[config.mk]
export PLATFORM = sky130hd
export DESIGN_NAME = apb_mux_n
export DESIGN_NICKNAME = d
export VERILOG_FILES = /design/src/rtl/apb_mux_n.sv
export SDC_FILE = /design/constraint.sdc
export NUM_CORES = 1
export LEC_CHECK = 0
export BUFFER_PORTS_ARGS = -buffer_cell sky130_fd_sc_hd__buf_2
export CAP_MARGIN = 25
export CORE_AREA = 2 2 202 204
export CTS_CLUSTER_SIZE = 28
export DETAILED_ROUTE_END_ITERATION = 16
export DIE_AREA = 0 0 204 206
export PLACE_DENSITY = 0.6
export SYNTH_ARGS = -nofsm -noshare
export SYNTH_HDL_FRONTEND = slang
export SYNTH_HIERARCHICAL = 1
export SYNTH_SLANG_ARGS = --single-unit
[constraint.sdc]
create_clock -name clk -period 4.9 [get_ports clk]
set_input_delay 0.245 -clock clk [delete_from_list [all_inputs] [get_ports clk]]
set_output_delay 0.245 -clock clk [all_outputs]
set_load 0.005 [all_outputs]
[src/rtl/apb_mux_n.sv]
// apb_mux_n: one APB master fanned out to NSLV slaves by address decode.
//
// Ports
//   clk, resetn          clock, asynchronous active-low reset
//   apb_*_cpu            master side: psel/enab/rw/addr/datai in, datao/ack/err out
//   slv_psel, slv_enab   per-slave select / enable (one-hot or zero)
//   slv_rw/addr/datai    broadcast copies of the master request
//   slv_datao, slv_ack   per-slave read data (packed, slave i at [i*DATA_W +: DATA_W]) / ack
//   err_addr             address of the most recent error completion (sticky)
//
// A transfer whose address hits no slave completes with err on its first
// enable cycle. A selected slave that keeps the master waiting too long is
// cut off by a one-cycle TOUT error completion.

// Single-slave address match: bits set in mask are offset bits and ignored.
module apb_mux_n_dec #(
  parameter int ADDR_W = 32
) (
  input  logic [ADDR_W-1:0] addr,
  input  logic [ADDR_W-1:0] base,
  input  logic [ADDR_W-1:0] mask,
  output logic              hit
);
  assign hit = ((addr & ~mask) == base);
endmodule

module apb_mux_n #(
  parameter int                     NSLV     = 9,
  parameter int                     ADDR_W   = 32,
  parameter int                     DATA_W   = 32,
  parameter logic [NSLV*ADDR_W-1:0] SLV_BASE = '0,
  parameter logic [NSLV*ADDR_W-1:0] SLV_MASK = '0,
  parameter int                     TIMEOUT  = 255
) (
  input  logic                     clk,
  input  logic                     resetn,
  input  logic                     apb_psel_cpu,
  input  logic                     apb_enab_cpu,
  input  logic                     apb_rw_cpu,
  input  logic [ADDR_W-1:0]        apb_addr_cpu,
  input  logic [DATA_W-1:0]        apb_datai_cpu,
  output logic [DATA_W-1:0]        apb_datao_cpu,
  output logic                     apb_ack_cpu,
  output logic                     apb_err_cpu,
  output logic [NSLV-1:0]          slv_psel,
  output logic [NSLV-1:0]          slv_enab,
  output logic                     slv_rw,
  output logic [ADDR_W-1:0]        slv_addr,
  output logic [DATA_W-1:0]        slv_datai,
  input  logic [NSLV*DATA_W-1:0]   slv_datao,
  input  logic [NSLV-1:0]          slv_ack,
  output logic [ADDR_W-1:0]        err_addr
);
  localparam int IDX_W = (NSLV > 1) ? $clog2(NSLV) : 1;
  localparam int CNT_W = (TIMEOUT > 255) ? $clog2(TIMEOUT + 1) : 8;
  localparam bit TOUT_EN = (TIMEOUT != 0);
  localparam logic [CNT_W-1:0] LIM = TOUT_EN ? CNT_W'(TIMEOUT - 1) : '0;

  typedef enum logic [1:0] {IDLE, XFER, TOUT} state_t;

  state_t                       state;
  logic [IDX_W-1:0]             idx_q, idx_live;
  logic                         hit_q, hit_live;
  logic [ADDR_W-1:0]            addr_q;
  logic [CNT_W-1:0]             cnt, cnt_inc;
  logic [NSLV-1:0]              hit_v;
  logic [NSLV-1:0][ADDR_W-1:0]  base_a, mask_a;
  logic [NSLV-1:0][DATA_W-1:0]  datao_a;

  assign base_a  = SLV_BASE;
  assign mask_a  = SLV_MASK;
  assign datao_a = slv_datao;

  genvar g;
  generate
    for (g = 0; g < NSLV; g++) begin : g_dec
      apb_mux_n_dec #(.ADDR_W(ADDR_W)) u_dec (
        .addr (apb_addr_cpu),
        .base (base_a[g]),
        .mask (mask_a[g]),
        .hit  (hit_v[g])
      );
    end
  endgenerate

  // Lowest index wins on overlapping windows: scan downward so the last
  // assignment is the smallest hitting index.
  always_comb begin
    idx_live = '0;
    for (int i = NSLV - 1; i >= 0; i--)
      if (hit_v[i]) idx_live = IDX_W'(i);
  end
  assign hit_live = |hit_v;

  assign slv_rw    = apb_rw_cpu;
  assign slv_addr  = apb_addr_cpu;
  assign slv_datai = apb_datai_cpu;

  // Saturating increment of the wait counter.
  assign cnt_inc = (cnt == '1) ? cnt : cnt + 1'b1;

  // Completion path is purely combinational so a slave ack reaches the
  // master with no added latency.
  always_comb begin
    slv_psel      = '0;
    slv_enab      = '0;
    apb_ack_cpu   = 1'b0;
    apb_err_cpu   = 1'b0;
    apb_datao_cpu = '0;
    case (state)
      IDLE: begin
        // Setup cycle follows the live decode; held off while in reset.
        if (resetn && apb_psel_cpu && hit_live) slv_psel[idx_live] = 1'b1;
      end
      XFER: begin
        if (apb_psel_cpu) begin
          if (hit_q) begin
            slv_psel[idx_q] = 1'b1;
            slv_enab[idx_q] = apb_enab_cpu;
            if (apb_enab_cpu && slv_ack[idx_q]) begin
              apb_ack_cpu   = 1'b1;
              apb_datao_cpu = datao_a[idx_q];
            end
          end else if (apb_enab_cpu) begin
            apb_ack_cpu = 1'b1;
            apb_err_cpu = 1'b1;
          end
        end
      end
      TOUT: begin
        apb_ack_cpu = 1'b1;
        apb_err_cpu = 1'b1;
      end
      default: ;
    endcase
  end

  always_ff @(posedge clk or negedge resetn) begin
    if (!resetn) begin
      state    <= IDLE;
      idx_q    <= '0;
      hit_q    <= 1'b0;
      addr_q   <= '0;
      cnt      <= '0;
      err_addr <= '0;
    end else begin
      case (state)
        IDLE: begin
          cnt <= '0;
          if (apb_psel_cpu) begin
            state  <= XFER;
            idx_q  <= idx_live;
            hit_q  <= hit_live;
            addr_q <= apb_addr_cpu;
          end
        end
        XFER: begin
          if (!apb_psel_cpu) begin
            state <= IDLE;
            cnt   <= '0;
          end else if (apb_ack_cpu) begin
            // A real ack beats a timeout landing in the same cycle.
            state <= IDLE;
            cnt   <= '0;
            if (apb_err_cpu) err_addr <= addr_q;
          end else if (apb_enab_cpu) begin
            cnt <= cnt_inc;
            if (TOUT_EN && cnt_inc >= LIM) state <= TOUT;
          end
        end
        TOUT: begin
          state    <= IDLE;
          cnt      <= '0;
          err_addr <= addr_q;
        end
        default: state <= IDLE;
      endcase
    end
  end
endmodule

# Word level (Yosys, flattened, before mapping)
# Index checks and enable logic that the tools add are counted.
# classes
addsub	1
multipliers	0
div_mod_pow	0
order_cmp	1
n_eq_ne	9
n_shift	0
mux	34
bitwise_logic	0
n_reduce_logical	12
# ops
cell	n
$mux W32	7
$pmux W32 S2	1
$logic_not A32 Y1	1
$mux W8	4
$pmux W8 S2	1
$mux W1	12
$mux W2	5
$add A8 B1 Y8 const B	1
$eq A8 B8 Y1 const B	1
$ge A8 B8 Y1 const B	1
$ne A2 B2 Y1 const B	4
$ne A4 B4 Y1 const B	2
$pmux W1 S2	3
$pmux W2 S2	1
$reduce_and A2 Y1	2
$reduce_and A4 Y1	1
$reduce_bool A2 Y1	2
$logic_and A1 B1 Y1	3
$reduce_and A3 Y1	1
$eq A2 B1 Y1 const B	1
$eq A2 B2 Y1 const B	1
$logic_not A2 Y1	1
$reduce_or A2 Y1	1
# word_totals
reg_bits	75
latchBits	0
ram_bits	0
mem_bits_ro	0
input_bits	366
elab_cells	62
n_memories	0

# Depth between registers and ports, before layout
# logic_depth
word_depth	8
depth_mapped	11
mapped_depth_nobuf	11

# By module
# Netlist, hierarchy kept.
# by_module_without_submodules
mod	n_inst	cells_per_inst	area_per_inst_um2
apb_mux_n	1	594	6561.3
apb_mux_n_dec	9	75	576.8

# Worst setup path before layout
# OpenSTA, ideal clock, no wires.
# synth_path
kind	flip-flop to output port
start	register state[1]
end	output port apb_datao_cpu[13]
arrival_time_ns	1.960
required_time_ns	4.655
path_slack_ns	2.695
path_stages_with_launch	10
cell_sequence	dfrtp_1 -> inv_1 -> ha_1 -> and2_1 -> clkbuf_1 -> nand2_1 -> nor3_2 -> clkbuf_1 -> a21oi_1 -> a211oi_1
# synth_via
elab_chain_len	2
# synth_lines
element	line	text
start, declared	61	state_t state;
start signal, assigned	140	state <= IDLE;
start signal, assigned	151	state <= XFER;
start signal, assigned	159	state <= IDLE;
$eq A2 B1 Y1	110	case (state)
$mux W32	110	
end, declared	42	output logic [DATA_W-1:0] apb_datao_cpu,
# No other way between the ends.

==> results.yml <==
run_status:
  status: "complete, no violations"
yosys:
  synthArstFlopShare_pct: 100
  netlist_area_sq_um: 11800
  yosysSeqAreaShare_pct: 16.8
  synth_warnings: 6
  netlist_instances: 1269
  synth_edf_count: 0
  synthFlopType: "dfrtp_1"
  ys_types: 60
  syn_area_per_cell_sq_um: 9.26
  ys_ff_latch: 79
detailed_routing:
  drt-total-wl_mm: 51.3
  routedWlPerCell_microns: 18.7
  first_pass_iters: 7
  ant_nets: 0
  drt-initial-drc-count: 738
  drc: 0
  via_per_inst: 4.34
  num_vias: 11900
cts:
  clock-sinks: 79
  clock_path_buffers: 2
  cts_buffers: 9
  tritoncts: "built"
  insertion_delay_ns: 0.35
  clk_pin_slew_ns: 0.06
  htree_levels: 3
  cts-root-buf: "clkbuf_16"
  cts_resized: 0
worst_setup_path:
  reg2reg_depth: 6
  worstPathCellList: "nand2b_1, o32a_1, nand2_1, nand2_1, buf_4, nor2_1, and2_1, buf_2"
  r2r_slack_ns: 2.09
  crit_slowest_cell: "dfrtp_4"
  r2r_start: "idx_q[1]$_DFFE_PN0P_"
  path_class: "reg -> out"
  cp-end-kind: "output pin"
  cp_top_family: "simple AND/OR/NAND/NOR gates"
  worstPathArrival_ns: 3.38
  cp_max_fo: 51
  critPathMaxStageDelay_ns: 1.04
  crit_path_start_kind: "flip-flop"
  crit_start: "idx_q[0]$_DFFE_PN0P_"
  rr_endpoint: "cnt[1]$_DFFE_PN0P_"
  cp.buffers_inverters: 2
  cp.required_ns: 4.66
  cp_common_cell: "nand2_1"
place:
  placed_cells: 2721
  gp_congestion: 0.900
  dpl_cell_area_sq_um: 16300
  dp.final_hpwl_mm: 43.6
  dp_slack_ns: 1.60
  port_buffers: 448
timing:
  finalSetupViolCount: 0
  finalCriticalPeriod_ns: 3.62
  fin_tns_setup_ns: 0
  slew-limit-headroom_pct: 35.0
  maxSlewViolCount: 0
  hold_viol: 0
  postLayoutSetupSlackWorst_ns: 1.28
  period_share_pct: 74.0
  tightestPinTransition_ns: 0.975
  skew_ns: 0.00577
  rsz0062_at_grt: "no"
  fmax_mhz: 276
  fin_hold_ws_ns: 0.280
global_routing:
  grt_pass1_vias: 11100
  grt_max_degree: 52
  grt_pass1_wl_mm: 71.8
  track_usage_pct: 23.7
  overflow: 0
  grt_antenna_before_repair: 21
power:
  p_comb_share_pct: 46.9
  p_clk_share_pct: 21.7
  ir_drop_mv: 0.268
  leakage_nw: 7.41
  total_power_mw: 3.45
  p_per_area_nw_per_um2: 208
  power_switching_mw: 1.24
  seqPwrFrac_pct: 31.5
  p_int_mw: 2.21
  p_sw_share_pct: 36.0
cells_and_area:
  layout_commonest_cell: "conb_1"
  nets: 2572
  syn2layout_area_growth_pct: 41.3
  design_area_sq_um: 16600
  final_cell_mix: "576 x conb_1, 447 x buf_2, 288 x xnor2_1"
  final_util_pct: 41.3
  stdcell_count: 2741
  drive_gt1_share_pct: 31.5
floorplan:
  die_area_sq_um: 42000
  die_w_microns: 204
  row_count: 74
  io_pins: 515
  die_h_microns: 206
  core-area_sq_um: 40200
  start_util_pct: 29.2
min_path:
  hold_start: "apb_psel_cpu"
  min_to: "state[0]$_DFFE_PN0P_"
  min_path_type: "in -> reg"
  hold_depth: 3
job:
  max_cap_violations: 0
-- kinds of logic (layout without fill, tap and decap cells) --
logic type,Yosys count,count (layout),synth area share [%]
multiplexers,154,154,20.7
flip-flops,79,79,16.8
adder cells (fa/ha/maj),5,5,0.532
buffers and inverters,137,499,6.62
AO/OA/AOI/OAI,120,120,6.58
AND/OR/NAND/NOR,484,484,27.2
XOR/XNOR,289,289,21.5
other,1,579,0.0319
-- worst register-to-register path: stages (launching register included) --
cell and delay, ns:
dfrtp_4 0.79, mux2_2 0.41, a222oi_1 0.49, a31oi_1 0.21, nor4b_4 0.46, nand3_1 0.17
o22ai_1 0.21
-- power by group through the flow --
stage	Clock [mW]	Combinational, mW	Sequential, mW
2_1_floorplan	0	1.01	1.07
3_3_place_gp	0	1.56	1.09
3_5_place_dp	0	1.61	1.10
4_1_cts	0.775	1.62	1.09
5_1_grt	0.800	1.77	1.13
6_report	0.749	1.62	1.09
-- worst max path at each step --
stage / to / slack (ns) / cells past startpoint
finish: apb_datao_cpu[19] / 1.28 / 8
global route: apb_datao_cpu[19] / 0.98 / 8
CTS: apb_datao_cpu[19] / 1.19 / 8
detailed placement: apb_datao_cpu[19] / 1.60 / 8
global placement: apb_datao_cpu[19] / 1.65 / 8
floorplan: apb_datao_cpu[13] / 2.70 / 9
-- Yosys cell counts (12+ instances only) --
| cell type | n | area, sq um |
|---|---|---|
| buf_4 | 65 | 488 |
| xnor2_1 | 288 | 2520 |
| nor4_2 | 18 | 225 |
| dfrtp_1 | 79 | 1980 |
| a211oi_1 | 21 | 158 |
| clkbuf_1 | 33 | 124 |
| mux2i_1 | 23 | 230 |
| o22ai_1 | 16 | 100 |
| mux4_2 | 64 | 1440 |
| nand2_1 | 25 | 93.8 |
| nand2b_2 | 63 | 552 |
| nand2b_1 | 229 | 1430 |
| nor4_1 | 56 | 350 |
| mux2_2 | 66 | 743 |
| o21ai_0 | 12 | 60.1 |
| inv_1 | 22 | 82.6 |
| nor2_1 | 25 | 93.8 |
| and2_1 | 13 | 81.3 |
| a21oi_1 | 36 | 180 |
| nand4_1 | 20 | 125 |
-- per-layer routing --
layer / up-vias / part of all wire [%] / GRT usage (%) / routed length (microns)
met1: 5559 / 44 / 31.3 / 22500
met2: 520 / 41 / 34.4 / 21100
met5: - / 0.47 / 2.14 / 240
met3: 85 / 13 / 11.5 / 6460
met4: 20 / 2.1 / 5.54 / 1100
li1: 5703 / - / - / -
-- state kept, by name, summed over array words and instances, names as in the netlist --
register	flops
state	2
addr_q	32
cnt	8
err_addr	32
idx_q	4
hit_q	1
-- layout make-up --
cell class,count,area [sq um]
inverters,23,86.3
diodes,3,7.51
multi-input cells,1628,11200
fillers,4185,23600
clock buffers,10,229
well taps,532,666
clock inverters,6,93.8
repair buffers,460,2360
flip-flops and latches,79,1990
-- repair_timing --
action / CTS / global route
buffers inserted: 0 / 0
endpoints found under the hold margin: 33 / 0
hold buffers: 1 / 0
endpoints found under the setup margin: 0 / 0
No activity file was read; power rests on OpenSTA's default activity.
